`src/rtl/skin_pkg.sv`:
```
// Shared definitions for the skin-detection threshold controller:
// register map, default threshold bounds, counter width and frame FSM states.
package skin_pkg;

    // Shadow register map (cfg_addr values)
    localparam logic [2:0] ADDR_Y_MIN  = 3'd0;
    localparam logic [2:0] ADDR_Y_MAX  = 3'd1;
    localparam logic [2:0] ADDR_CB_MIN = 3'd2;
    localparam logic [2:0] ADDR_CB_MAX = 3'd3;
    localparam logic [2:0] ADDR_CR_MIN = 3'd4;
    localparam logic [2:0] ADDR_CR_MAX = 3'd5;
    localparam int         NUM_THR     = 6;

    // Default threshold bounds
    localparam int Y_MIN_DEF  = 80;
    localparam int Y_MAX_DEF  = 235;
    localparam int CB_MIN_DEF = 85;
    localparam int CB_MAX_DEF = 135;
    localparam int CR_MIN_DEF = 135;
    localparam int CR_MAX_DEF = 180;

    // Pixel counter width, enough for a 640x480 frame
    localparam int CNT_W = 19;

    typedef enum logic [1:0] {
        IDLE  = 2'd0,
        FRAME = 2'd1,
        DONE  = 2'd2
    } frame_state_t;

    // Addresses 6 and 7 are unmapped
    function automatic logic addr_is_valid(input logic [2:0] addr);
        return addr <= ADDR_CR_MAX;
    endfunction

endpackage

```
`src/rtl/skin_frame_stats.sv`:
```
// Per-frame pixel / skin-pixel counters with saturation, plus the publish
// registers that hold the last completed frame's totals. Only built when
// SKIN_STATS_EN is defined.
module skin_frame_stats
    import skin_pkg::*;
#(
    parameter int CNT_W = skin_pkg::CNT_W
) (
    input  logic             clk,
    input  logic             rst,
    input  logic             clr,
    input  logic             pix_inc,
    input  logic             skin_inc,
    input  logic             publish,
    output logic [CNT_W-1:0] pix_count,
    output logic [CNT_W-1:0] skin_count,
    output logic             stats_sat
);

    localparam logic [CNT_W-1:0] CNT_MAX = '1;

    logic [CNT_W-1:0] pix_reg, pix_next;
    logic [CNT_W-1:0] skin_reg, skin_next;
    logic             sat_reg, sat_next;
    logic [CNT_W-1:0] pix_pub_reg, skin_pub_reg;
    logic             sat_pub_reg;

    // Next working counts: clear wins, otherwise saturating increments
    always_comb begin
        pix_next  = pix_reg;
        skin_next = skin_reg;
        sat_next  = sat_reg;
        if (clr) begin
            pix_next  = '0;
            skin_next = '0;
            sat_next  = 1'b0;
        end else begin
            if (pix_inc) begin
                if (pix_reg == CNT_MAX) sat_next = 1'b1;
                else                    pix_next = pix_reg + 1'b1;
            end
            if (skin_inc) begin
                if (skin_reg == CNT_MAX) sat_next  = 1'b1;
                else                     skin_next = skin_reg + 1'b1;
            end
        end
    end

    // Working counters
    always_ff @(posedge clk) begin
        if (rst) begin
            pix_reg  <= '0;
            skin_reg <= '0;
            sat_reg  <= 1'b0;
        end else begin
            pix_reg  <= pix_next;
            skin_reg <= skin_next;
            sat_reg  <= sat_next;
        end
    end

    // Publish includes the pixel arriving with eof, hence the next values
    always_ff @(posedge clk) begin
        if (rst) begin
            pix_pub_reg  <= '0;
            skin_pub_reg <= '0;
            sat_pub_reg  <= 1'b0;
        end else if (publish) begin
            pix_pub_reg  <= pix_next;
            skin_pub_reg <= skin_next;
            sat_pub_reg  <= sat_next;
        end
    end

    assign pix_count  = pix_pub_reg;
    assign skin_count = skin_pub_reg;
    assign stats_sat  = sat_pub_reg;

endmodule

```
`src/rtl/skin_thresh_ctrl.sv`:
```
// Frame-synchronous threshold controller for the YCbCr skin detector.
// Shadow thresholds are committed atomically to the active set at sof;
// per-frame statistics are published one cycle after eof.
// Build option: SKIN_STATS_EN enables the pixel/skin counters; without it
// pix_count, skin_count and stats_sat are tied to zero.
module skin_thresh_ctrl
    import skin_pkg::*;
#(
    parameter int Y_MIN_RST  = skin_pkg::Y_MIN_DEF,
    parameter int Y_MAX_RST  = skin_pkg::Y_MAX_DEF,
    parameter int CB_MIN_RST = skin_pkg::CB_MIN_DEF,
    parameter int CB_MAX_RST = skin_pkg::CB_MAX_DEF,
    parameter int CR_MIN_RST = skin_pkg::CR_MIN_DEF,
    parameter int CR_MAX_RST = skin_pkg::CR_MAX_DEF,
    parameter int CNT_W      = skin_pkg::CNT_W
) (
    input  logic             clk,
    input  logic             rst,
    input  logic             cfg_wr_valid,
    input  logic [2:0]       cfg_addr,
    input  logic [7:0]       cfg_wdata,
    input  logic             cfg_commit,
    input  logic             sof,
    input  logic             eof,
    input  logic             pix_valid,
    input  logic             skin_mask,
    output logic [7:0]       thr_y_min,
    output logic [7:0]       thr_y_max,
    output logic [7:0]       thr_cb_min,
    output logic [7:0]       thr_cb_max,
    output logic [7:0]       thr_cr_min,
    output logic [7:0]       thr_cr_max,
    output logic             commit_pending,
    output logic             cfg_err,
    output logic             frame_err,
    output logic             frame_done,
    output logic [CNT_W-1:0] pix_count,
    output logic [CNT_W-1:0] skin_count,
    output logic             stats_sat
);

    localparam logic [NUM_THR-1:0][7:0] RST_VAL = {
        8'(CR_MAX_RST), 8'(CR_MIN_RST), 8'(CB_MAX_RST),
        8'(CB_MIN_RST), 8'(Y_MAX_RST),  8'(Y_MIN_RST)
    };

    logic [NUM_THR-1:0][7:0] shadow_reg;
    logic [NUM_THR-1:0][7:0] active_reg;
    logic                    pending_reg;
    logic                    cfg_err_reg;
    logic                    frame_err_reg;
    logic                    frame_done_reg;
    frame_state_t            state_reg;

    logic [2:0] pair_ok;
    logic       bounds_ok;
    logic       commit_fire;
    logic       wr_ok;
    logic       wr_bad;

    // Each min/max pair must be ordered for a commit to be accepted
    for (genvar gi = 0; gi < 3; gi++) begin : g_pair
        assign pair_ok[gi] = shadow_reg[2*gi] <= shadow_reg[2*gi+1];
    end
    assign bounds_ok = &pair_ok;

    // A commit requested in the sof cycle itself is honoured immediately
    assign commit_fire = sof & (pending_reg | cfg_commit);
    assign wr_ok       = cfg_wr_valid &  addr_is_valid(cfg_addr);
    assign wr_bad      = cfg_wr_valid & ~addr_is_valid(cfg_addr);

    // Shadow writes; a write alongside a commit lands after the copy
    always_ff @(posedge clk) begin
        if (rst) begin
            shadow_reg <= RST_VAL;
        end else begin
            for (int i = 0; i < NUM_THR; i++) begin
                if (wr_ok && cfg_addr == 3'(i)) shadow_reg[i] <= cfg_wdata;
            end
        end
    end

    // Atomic shadow-to-active copy at sof
    always_ff @(posedge clk) begin
        if (rst) begin
            active_reg <= RST_VAL;
        end else if (commit_fire && bounds_ok) begin
            active_reg <= shadow_reg;
        end
    end

    // Commit arming and configuration error flag (a new error beats a clear)
    always_ff @(posedge clk) begin
        if (rst) begin
            pending_reg <= 1'b0;
            cfg_err_reg <= 1'b0;
        end else begin
            if (commit_fire)     pending_reg <= 1'b0;
            else if (cfg_commit) pending_reg <= 1'b1;

            if (wr_bad || (commit_fire && !bounds_ok)) cfg_err_reg <= 1'b1;
            else if (wr_ok)                            cfg_err_reg <= 1'b0;
        end
    end

    // Frame FSM with registered frame_done / frame_err
    always_ff @(posedge clk) begin
        if (rst) begin
            state_reg      <= IDLE;
            frame_done_reg <= 1'b0;
            frame_err_reg  <= 1'b0;
        end else begin
            frame_done_reg <= 1'b0;
            case (state_reg)
                IDLE: begin
                    if (sof) state_reg <= FRAME;
                end
                FRAME: begin
                    if (sof) begin
                        frame_err_reg <= 1'b1;
                    end else if (eof) begin
                        state_reg      <= DONE;
                        frame_done_reg <= 1'b1;
                    end
                end
                DONE: begin
                    state_reg <= sof ? FRAME : IDLE;
                end
                default: state_reg <= IDLE;
            endcase
        end
    end

    // Strobes to the statistics block; every sof starts a fresh count
    logic stat_clr, stat_pix, stat_skin, stat_pub;
    assign stat_clr  = sof;
    assign stat_pix  = (state_reg == FRAME) & ~sof & pix_valid;
    assign stat_skin = stat_pix & skin_mask;
    assign stat_pub  = (state_reg == FRAME) & ~sof & eof;

`ifdef SKIN_STATS_EN
    skin_frame_stats #(
        .CNT_W (CNT_W)
    ) u_stats (
        .clk        (clk),
        .rst        (rst),
        .clr        (stat_clr),
        .pix_inc    (stat_pix),
        .skin_inc   (stat_skin),
        .publish    (stat_pub),
        .pix_count  (pix_count),
        .skin_count (skin_count),
        .stats_sat  (stats_sat)
    );
`else
    logic stats_unused;
    assign stats_unused = ^{stat_clr, stat_pix, stat_skin, stat_pub};
    assign pix_count    = '0;
    assign skin_count   = '0;
    assign stats_sat    = 1'b0;
`endif

    assign thr_y_min      = active_reg[ADDR_Y_MIN];
    assign thr_y_max      = active_reg[ADDR_Y_MAX];
    assign thr_cb_min     = active_reg[ADDR_CB_MIN];
    assign thr_cb_max     = active_reg[ADDR_CB_MAX];
    assign thr_cr_min     = active_reg[ADDR_CR_MIN];
    assign thr_cr_max     = active_reg[ADDR_CR_MAX];
    assign commit_pending = pending_reg;
    assign cfg_err        = cfg_err_reg;
    assign frame_err      = frame_err_reg;
    assign frame_done     = frame_done_reg;

endmodule

```
`config.mk`:
```
export PLATFORM = sky130hd
export DESIGN_NAME = skin_thresh_ctrl
export DESIGN_NICKNAME = d
export VERILOG_FILES = /design/src/rtl/skin_pkg.sv /design/src/rtl/skin_frame_stats.sv /design/src/rtl/skin_thresh_ctrl.sv
export SDC_FILE = /design/constraint.sdc
export NUM_CORES = 1
export LEC_CHECK = 0
export BUFFER_PORTS_ARGS = -buffer_cell sky130_fd_sc_hd__buf_2
export CORE_AREA = 2 2 88 132
export DETAILED_ROUTE_END_ITERATION = 10
export DIE_AREA = 0 0 90 134
export PLACE_DENSITY = 0.67
export SLEW_MARGIN = 25
export SYNTH_ARGS = -nofsm -noshare
export SYNTH_HDL_FRONTEND = slang
export SYNTH_HIERARCHICAL = 1
export SYNTH_SLANG_ARGS = --single-unit
```
`constraint.sdc`:
```
create_clock -name clk -period 2.6 [get_ports clk]
set_input_delay 0.13 -clock clk [delete_from_list [all_inputs] [get_ports clk]]
set_output_delay 0.13 -clock clk [all_outputs]
set_load 0.01 [all_outputs]
```
==> results of run 1 <==
==> cell families after synthesis <==
group | synth area share, %
AOI/OAI and AO/OA | 6.804
adders and majority gates | 6.210
buffers and inverters | 10.22
DFF | 42.23
muxes | 11.59
other | 0.07755
and+or+nand+nor | 22.87
==> power by group <==
group	switching (uW)	total [uW]	internal (uW)
clock network	587	1580	995
logic	186	302	116
registers	23.2	1620	1600
total	795	3500	2710
==> final timing paths <==
check                      start        endpoint  cells after the start
setup / recovery  shadow_reg[42]   thr_cr_max[0]                      9
hold / removal               sof  commit_pending                      2
hold reg to reg     state_reg[1]    state_reg[0]                      1
setup reg to reg  shadow_reg[42]   thr_cr_max[0]                      9
==> per-layer routing <==
layer | global-route usage (%) | vias up | routed length (um)
li1 | - | 1860 | -
met1 | 20.37 | 1734 | 4248
met2 | 31.37 | 95 | 5266
met3 | 3.539 | 16 | 543
met4 | 6.752 | 0 | 223
met5 | 0 | - | 0
==> area by class of cell <==
cell class / count / share of cell area (%)
timing repair buffer: 73 / 7.123
clock inverter: 5 / 1.883
multi-input combinational: 399 / 44.28
sequential: 102 / 37.02
tap: 147 / 3.335
clock buffer: 11 / 4.583
inverter: 26 / 1.770
==> layout by cell type, fill, tap and decap left out, types with 2 or more instances in the layout <==
cell       netlist  layout
dfxtp_1        102     102
nor2_1          70      70
nand2_1         68      68
buf_2            2      67
mux2i_1         56      56
nand2b_1        51      51
conb_1           1      39
inv_1           26      26
a21oi_1         25      25
ha_1            24      24
nand3b_1        15      15
a211o_1         11      11
nor2b_1          9       9
clkbuf_16        0       9
nand4_1          7       7
buf_4           40       5
nor3_1           4       4
o21ai_0          3       3
o211ai_1         3       3
bufinv_16        0       3
nand3_1          2       2
a31oi_1          2       2
a21o_1           2       2
a211oi_1         2       2
clkbuf_8         0       2
==> critical path: cells and delay by family (launching register included) <==
kind                     cells  cell delay (ns)
AO/OA/AOI/OAI                3             0.62
buffers and inverters        2             0.36
flip-flops                   1             0.35
AND/OR/NAND/NOR              2             0.32
adder cells (fa/ha/maj)      1             0.30
multiplexers                 1             0.17
==> through the flow <==
step	cell area (um^2)	worst slack [ns]
floorplan	4979	0.5470
detailed placement	5159	0.3286
global placement	5159	0.3551
finish	5515	0.3327
global route	5515	0.1792
CTS	5515	0.3130
==> impl_results.md, run 1 <==
- Status: finished, final reports clean
- Die area: 12060 um^2
- Most common cell in the netlist: dfxtp_1
- Startpoint Class: flip-flop
- Initial antenna violation count: 0
- Final Max Tran Viols: 0
- Max Buffers Root-to-Sink: 2
- H-tree Lvls: 3
- GPL Wtd Cong: 0.8709
- DRC violations left: 0
- Yosys top cell area share: 42.23%
- Setup Fix Bufs, Post-CTS: 0
- Max stage delay cell, worst path: dfxtp_1
- Dpl hpwl: 7.355 mm
- Ys flop type: dfxtp_1
- Maximum vdd drop: 0.3338 mV
- RSZ-0062 raised after global routing: false
- DR iter-0 viols: 183
- Tmin final: 2.267 ns
- Crit Path Max Fanout: 28
- Lkg Pwr: 0.002602 uW
- Post-Place Cells: 747
- Highest clock rate: 441.1 MHz
- Syn Inst Count: 550
- Pwr Density: 634.9 nW/um^2
- Core area: 10940 um^2
- Layout cell share with drive strength beyond 1: 14.94%
- Top cells by area, synth: dfxtp_1 42%, mux2i_1 12%, nand2b_1 6.6%, buf_4 6.2%, ha_1 6.2%
- First-pass GRT wire length: 17.03 mm
- # diodes: 0
- Number of vias per cell: 4.856
- Chip Height: 134 um
- Root buffer cell: clkbuf_16
- Post-route ant nets: 0
- Die width: 90 um
- Worst hold path class: input pin to flip-flop
- Sequential fraction of the synthesis area: 42.23%
- Yosys warnings: 6
- Grt total ovfl: 0
- Max FFs per register: 48
- Reg2reg setup slack: 0.33 ns
- Final core occ: 50.42%
- Setup violations, final: 0
- EDFF count, synth: 0
- Avg WL per Cell: 13.48 um
- Distinct cell type count of the synthesized netlist: 30
- Io pins: 110
- Critical path arrival: 2.48 ns
- Vias in the first global route: 3579
- Routed WL: 10.28 mm
- CP Data Required Time: 2.82 ns
- Most frequent cells after synthesis: 102 x dfxtp_1, 70 x nor2_1, 68 x nand2_1, 56 x mux2i_1, 51 x nand2b_1
- Drt first pass iters: 4
- Max-slew headroom: 41.68%
- Fin Clk Skew: 0.009812 ns
- Ys async rst share: 0%
- Fill count: 1103
- Total chip power: 3502 uW
- Area growth syn-to-layout: 14.05%
- Area of the multi-input gates: 2442 um^2
- Hold Buf Count CTS: 0
- Synthesized area: 4836 um^2
- GRT Total Usage: 17.46%
- Layout Nets: 654
- Clk slew on worst S/H paths: 0.07 ns
- Routed via count: 3705
- CTS buffer count: 9
- Fin Setup TNS: 0 ns
- Initial Utilization: 44.21%
- # port buffers: 68
- Crit Path Category: flip-flop to flip-flop
- Largest net degree at the start of global routing: 82
- Yosys top cell by area: dfxtp_1
- Final Hold Fails: 0
- Final Instance Count excl. Fillers: 763
- Synthesis-stage register bit count: 102
- Hold slack: 0.01360 ns
- Worst Max-Slew Pin Slew: 0.8700 ns
- Register Area: 2042 um^2
- Max_cap viols: 0
- Crit share post-route: 87.20%
- Crit-path max cell delay: 0.35 ns
- Crit-path cells: inv_1, ha_1, and4b_1, a211oi_1, o221ai_1, a22oi_2, nand3b_1, buf_4, mux2i_1
- Num Clock Sinks: 102
- CTS tree: yes
- Avg Cell Area, Syn: 8.793 um^2
- Clock Latency Late Sink: 0.35 ns
- Num rows: 47
- Crit end category: flip-flop
- Post-CTS Resized: 0
Power figures use the tool's default switching activity.
==> run 2: changes to the inputs <==
--- a/config.mk
+++ b/config.mk
@@ -10,6 +10,7 @@
 export DETAILED_ROUTE_END_ITERATION = 10
 export DIE_AREA = 0 0 90 134
 export PLACE_DENSITY = 0.67
+export RECOVER_POWER = 25
 export SLEW_MARGIN = 25
 export SYNTH_ARGS = -nofsm -noshare
 export SYNTH_HDL_FRONTEND = slang
==> impl_results.md, run 2 (synthesized netlist as in run 1, its figures left out) <==
- Pwr Density: 637.9 nW/um^2 (was 634.9 nW/um^2)
- Crit Path Category: flip-flop to flip-flop (unchanged)
- Drt first pass iters: 4 (unchanged)
- RSZ-0062 raised after global routing: false (unchanged)
- Number of vias per cell: 4.847 (was 4.856)
- Critical path arrival: 2.48 ns (about the same)
- Lkg Pwr: 0.002554 uW (was 0.002602 uW)
- Core area: 10940 um^2 (unchanged)
- Setup violations, final: 0 (unchanged)
- DR iter-0 viols: 187 (was 183)
- Max-slew headroom: 8.442% (was 41.68%)
- Tmin final: 2.266 ns (was 2.267 ns)
- Post-route ant nets: 0 (unchanged)
- Initial Utilization: 44.21% (unchanged)
- Crit Path Max Fanout: 28 (unchanged)
- Crit share post-route: 87.14% (was 87.20%)
- Io pins: 110 (unchanged)
- Chip Height: 134 um (unchanged)
- Hold Buf Count CTS: 0 (unchanged)
- # port buffers: 68 (unchanged)
- Maximum vdd drop: 0.3337 mV (was 0.3338 mV)
- Final Hold Fails: 0 (unchanged)
- Die width: 90 um (unchanged)
- R2R cell count: 9 (unchanged)
- CTS buffer count: 9 (unchanged)
- Setup Fix Bufs, Post-CTS: 0 (unchanged)
- Status: finished, final reports clean (unchanged)
- Max_cap viols: 0 (unchanged)
- DRC violations left: 0 (unchanged)
- Final Instance Area: 5477 um^2 (was 5515 um^2)
- Die area: 12060 um^2 (unchanged)
- Worst hold path class: input pin to flip-flop (unchanged)
- Highest clock rate: 441.4 MHz (was 441.1 MHz)
- Crit end category: flip-flop (unchanged)
- Area growth syn-to-layout: 13.25% (was 14.05%)
- Clock Latency Late Sink: 0.35 ns (about the same)
- Most frequent cells in the layout: 102 x dfxtp_1, 70 x nor2_1, 68 x nand2_1, 56 x mux2i_1, 51 x nand2b_1 (was 102 x dfxtp_1, 70 x nor2_1, 68 x nand2_1, 67 x buf_2, 56 x mux2i_1)
- Startpoint Class: flip-flop (unchanged)
- Hold slack: 0.01496 ns (was 0.01360 ns)
- Clk slew on worst S/H paths: 0.07 ns (about the same)
- Layout cell share with drive strength beyond 1: 12.18% (was 14.94%)
- Vias in the first global route: 3579 (unchanged)
- H-tree Lvls: 3 (unchanged)
- Post-CTS Resized: 0 (unchanged)
- Max Buffers Root-to-Sink: 2 (unchanged)
- Fin Clk Skew: 0.01001 ns (was 0.009812 ns)
- Initial antenna violation count: 0 (unchanged)
- Avg WL per Cell: 13.54 um (was 13.48 um)
- Root buffer cell: clkbuf_16 (unchanged)
- Dpl hpwl: 7.355 mm (unchanged)
- Num Clock Sinks: 102 (unchanged)
- Num rows: 47 (unchanged)
- Worst Max-Slew Pin Slew: 1.373 ns (was 0.8700 ns)
- Most common cell after layout, fill and taps aside: dfxtp_1 (unchanged)
- Final Max Tran Viols: 0 (unchanged)
- Hold Crit Depth: 2 (unchanged)
- Placement Cell Area: 5159 um^2 (unchanged)
- GRT Total Usage: 17.46% (unchanged)
- CTS tree: yes (unchanged)
- GPL Wtd Cong: 0.8709 (unchanged)
- Largest net degree at the start of global routing: 82 (unchanged)
- Routed WL: 10.33 mm (was 10.28 mm)
- Grt total ovfl: 0 (unchanged)
- First-pass GRT wire length: 17.03 mm (unchanged)
- CP Data Required Time: 2.81 ns (was 2.82 ns)
- # diodes: 0 (unchanged)
- Fin Setup TNS: 0 ns (unchanged)
- Reg2reg setup slack: 0.33 ns (about the same)
- Max FFs per register: 48 (unchanged)
- Place WS: 0.3286 ns (unchanged)
- Routed via count: 3698 (was 3705)
- Layout Nets: 654 (unchanged)
- Final setup margin: 0.3345 ns (was 0.3327 ns)
==> run 2: cell types whose count changed in the layout (fill, tap and decap cells not counted) <==
cell / change
buf_4: -1
clkbuf_2: +2
clkbuf_1: +17
buf_2: -17
buf_12: -1
==> run 2: where the power goes <==
group	total, uW	switching, uW	leakage [uW]	internal [uW]
clock network	1580	581	0.000176	995
registers	1620	23.1	0.000828	1600
logic	299	186	0.00155	113
==> run 2: cell type report <==
cell class	instances	area [um^2]
well taps	147	183.9
clock buffers	11	252.7
flip-flops and latches	102	2042
multi-input cells	399	2442
inverters	26	97.59
fillers	1106	5461
repair buffers	73	354.1
clock inverters	5	103.9
==> run 2: path summary, 6_finish.rpt <==
| kind | start | to |
|---|---|---|
| worst max register to register | shadow_reg[42] | thr_cr_max[0] |
| worst max-delay path | shadow_reg[42] | thr_cr_max[0] |
| worst min-delay path | sof | commit_pending |
| worst min register to register | state_reg[1] | state_reg[0] |
==> run 2: worst max-delay path: stages, from the launching register on <==
cell and delay, ns:
dfxtp_1 0.35, inv_1 0.06, ha_1 0.30, and4b_1 0.21, a211oi_1 0.22, o221ai_1 0.19
a22oi_2 0.20, nand3b_1 0.11, buf_4 0.30, mux2i_1 0.17
==> run 2: stage by stage <==
| stage | instances | utilization [%] | power (uW) |
|---|---|---|---|
| final | 763 | 50.07 | 3494 |
| after global routing | 763 | 50.07 | 3617 |
| after CTS | 763 | 50.42 | 3532 |
| after detailed placement | 747 | 47.16 | 1956 |
| after global placement | 747 | 47.16 | 1947 |
| after floorplan | 588 | - | 1914 |
==> run 2: layer usage <==
layer | track usage, % | part of all wire, % | vias up
met4 | 6.752 | 2.2 | 0
met1 | 20.37 | 42 | 1722
li1 | - | - | 1860
met2 | 31.37 | 51 | 99
met5 | 0 | 0 | -
met3 | 3.539 | 4.9 | 17
==> run 3: changes to the inputs <==
--- a/config.mk
+++ b/config.mk
@@ -7,6 +7,7 @@
 export LEC_CHECK = 0
 export BUFFER_PORTS_ARGS = -buffer_cell sky130_fd_sc_hd__buf_2
 export CORE_AREA = 2 2 88 132
+export CTS_BUF_LIST = sky130_fd_sc_hd__clkbuf_2 sky130_fd_sc_hd__clkbuf_4 sky130_fd_sc_hd__clkbuf_8
 export DETAILED_ROUTE_END_ITERATION = 10
 export DIE_AREA = 0 0 90 134
 export PLACE_DENSITY = 0.67
==> impl_results.md, run 3 (synthesized netlist as in run 1, its figures left out) <==
- Clk slew on worst S/H paths: 0.09 ns (was 0.07 ns)
- Routed WL: 10.17 mm (was 10.33 mm)
- Highest clock rate: 438.6 MHz (was 441.4 MHz)
- Lkg Pwr: 0.002555 uW (was 0.002554 uW)
- # port buffers: 68 (unchanged)
- RSZ-0062 raised after global routing: false (unchanged)
- Num Clock Sinks: 102 (unchanged)
- Worst hold path class: input pin to flip-flop (unchanged)
- DR iter-0 viols: 235 (was 187)
- Layout Nets: 657 (was 654)
- Crit path buf inv count: 2 (unchanged)
- Fin Clk Skew: 0.01017 ns (was 0.01001 ns)
- Initial Utilization: 44.21% (unchanged)
- Post-route ant nets: 0 (unchanged)
- Vias in the first global route: 3596 (was 3579)
- Crit share post-route: 87.69% (was 87.14%)
- Chip Height: 134 um (unchanged)
- Final Instance Area: 5435 um^2 (was 5477 um^2)
- GPL Wtd Cong: 0.8709 (unchanged)
- Setup violations, final: 0 (unchanged)
- Crit Path Max Fanout: 28 (unchanged)
- Final setup margin: 0.3201 ns (was 0.3345 ns)
- Post-CTS Resized: 0 (unchanged)
- Fin Setup TNS: 0 ns (unchanged)
- Place WS: 0.3286 ns (unchanged)
- Family with the most delay on the worst path: compound AO/OA/AOI/OAI gates (unchanged)
- Area of the multi-input gates: 2442 um^2 (unchanged)
- Crit-path cells: inv_1, ha_1, and4b_1, a211oi_1, o221ai_1, a22oi_2, nand3b_1, buf_4, mux2i_1 (unchanged)
- Maximum vdd drop: 0.2947 mV (was 0.3337 mV)
- Most frequent cells in the layout: 102 x dfxtp_1, 70 x nor2_1, 68 x nand2_1, 63 x buf_2, 56 x mux2i_1 (was 102 x dfxtp_1, 70 x nor2_1, 68 x nand2_1, 56 x mux2i_1, 51 x nand2b_1)
- Routed via count: 3705 (was 3698)
- Die area: 12060 um^2 (unchanged)
- Placement Cell Area: 5159 um^2 (unchanged)
- Num rows: 47 (unchanged)
- Most common cell after layout, fill and taps aside: dfxtp_1 (unchanged)
- Grt total ovfl: 0 (unchanged)
- H-tree Lvls: 3 (unchanged)
- Critical path arrival: 2.52 ns (was 2.48 ns)
- Total chip power: 3158 uW (was 3494 uW)
- Crit Path Category: flip-flop to flip-flop (unchanged)
- Avg WL per Cell: 13.28 um (was 13.54 um)
- Max stage delay cell, worst path: dfxtp_1 (unchanged)
- Largest net degree at the start of global routing: 82 (unchanged)
- Status: finished, final reports clean (unchanged)
- Tmin final: 2.280 ns (was 2.266 ns)
- Area growth syn-to-layout: 12.39% (was 13.25%)
- Final core occ: 49.69% (was 50.07%)
- Max-slew headroom: 41.68% (was 8.442%)
- Pwr Density: 580.9 nW/um^2 (was 637.9 nW/um^2)
- CP Data Required Time: 2.84 ns (was 2.81 ns)
- Core area: 10940 um^2 (unchanged)
- Io pins: 110 (unchanged)
- CTS tree: yes (unchanged)
- Clock Latency Late Sink: 0.37 ns (was 0.35 ns)
- Dpl hpwl: 7.355 mm (unchanged)
- Die width: 90 um (unchanged)
- Worst Max-Slew Pin Slew: 0.8701 ns (was 1.373 ns)
- GRT Total Usage: 17.40% (was 17.46%)
- Drt first pass iters: 4 (unchanged)
- Max FFs per register: 48 (unchanged)
- Startpoint Class: flip-flop (unchanged)
- Layout cell share with drive strength beyond 1: 14.05% (was 12.18%)
- CTS buffer count: 9 (unchanged)
- Crit-path max cell delay: 0.36 ns (was 0.35 ns)
- Register Area: 2042 um^2 (unchanged)
- Final Max Tran Viols: 0 (unchanged)
- Final Hold Fails: 0 (unchanged)
- Crit end category: flip-flop (unchanged)
- Number of vias per cell: 4.837 (was 4.847)
- First-pass GRT wire length: 16.93 mm (was 17.03 mm)
- Max Buffers Root-to-Sink: 2 (unchanged)
- # diodes: 0 (unchanged)
- Fill count: 1115 (was 1106)
- Root buffer cell: clkbuf_8 (was clkbuf_16)
- DRC violations left: 0 (unchanged)
- Max_cap viols: 0 (unchanged)
- Initial antenna violation count: 0 (unchanged)
[run 3: routing by layer]
| metal | vias to the layer above | wire, um | track usage, % |
|---|---|---|---|
| li1 | 1860 | - | - |
| met1 | 1743 | 4301 | 20.57 |
| met2 | 89 | 5233 | 30.74 |
| met3 | 13 | 430 | 3.708 |
| met4 | 0 | 204 | 6.838 |
| met5 | - | 0 | 0 |
[run 3: worst paths after layout]
kind                            cells after the start  slack (ns)        endpoint           start
worst max register to register                      9        0.32   thr_cr_max[1]  shadow_reg[42]
worst min-delay path                                3        0.07  shadow_reg[23]    cfg_wdata[7]
worst max-delay path                                9        0.32   thr_cr_max[1]  shadow_reg[42]
worst min register to register                      1        0.46    state_reg[0]    state_reg[1]
[run 3: cell type report]
cell class              instances  area share [%]
clock buffers                  11           2.785
clock inverters                 5           1.911
inverters                      26           1.796
multi-input cells             399           44.94
flip-flops and latches        102           37.57
well taps                     147           3.384
repair buffers                 76           7.620
[run 3: repair_timing]
item	in CTS	in global routing
endpoints found under the setup margin	0	0
endpoints found under the hold margin	3	0
setup buffers	0	0
hold buffers	3	0
[run 3: where the power goes]
group          leakage (uW)  switching (uW)  internal (uW)
registers          0.000828            23.1           1590
clock network      0.000130             543            694
logic               0.00160             186            118
total               0.00255             751           2410
[run 3: worst reg2reg max path: cells and delay by family (launching register included)]
kind | cells | cell delay, ns
AOI/OAI and AO/OA | 3 | 0.62
buffers and inverters | 2 | 0.37
DFF | 1 | 0.36
and+or+nand+nor | 2 | 0.32
adders and majority gates | 1 | 0.30
muxes | 1 | 0.18
[run 3: metrics by stage]
stage / hold WS (ns) / instances
3_5_place_dp: 0.3795 / 747
5_1_grt: 0.06746 / 766
3_3_place_gp: 0.3717 / 747
6_report: 0.06515 / 766
2_1_floorplan: 0.2081 / 588
4_1_cts: 0.04622 / 766
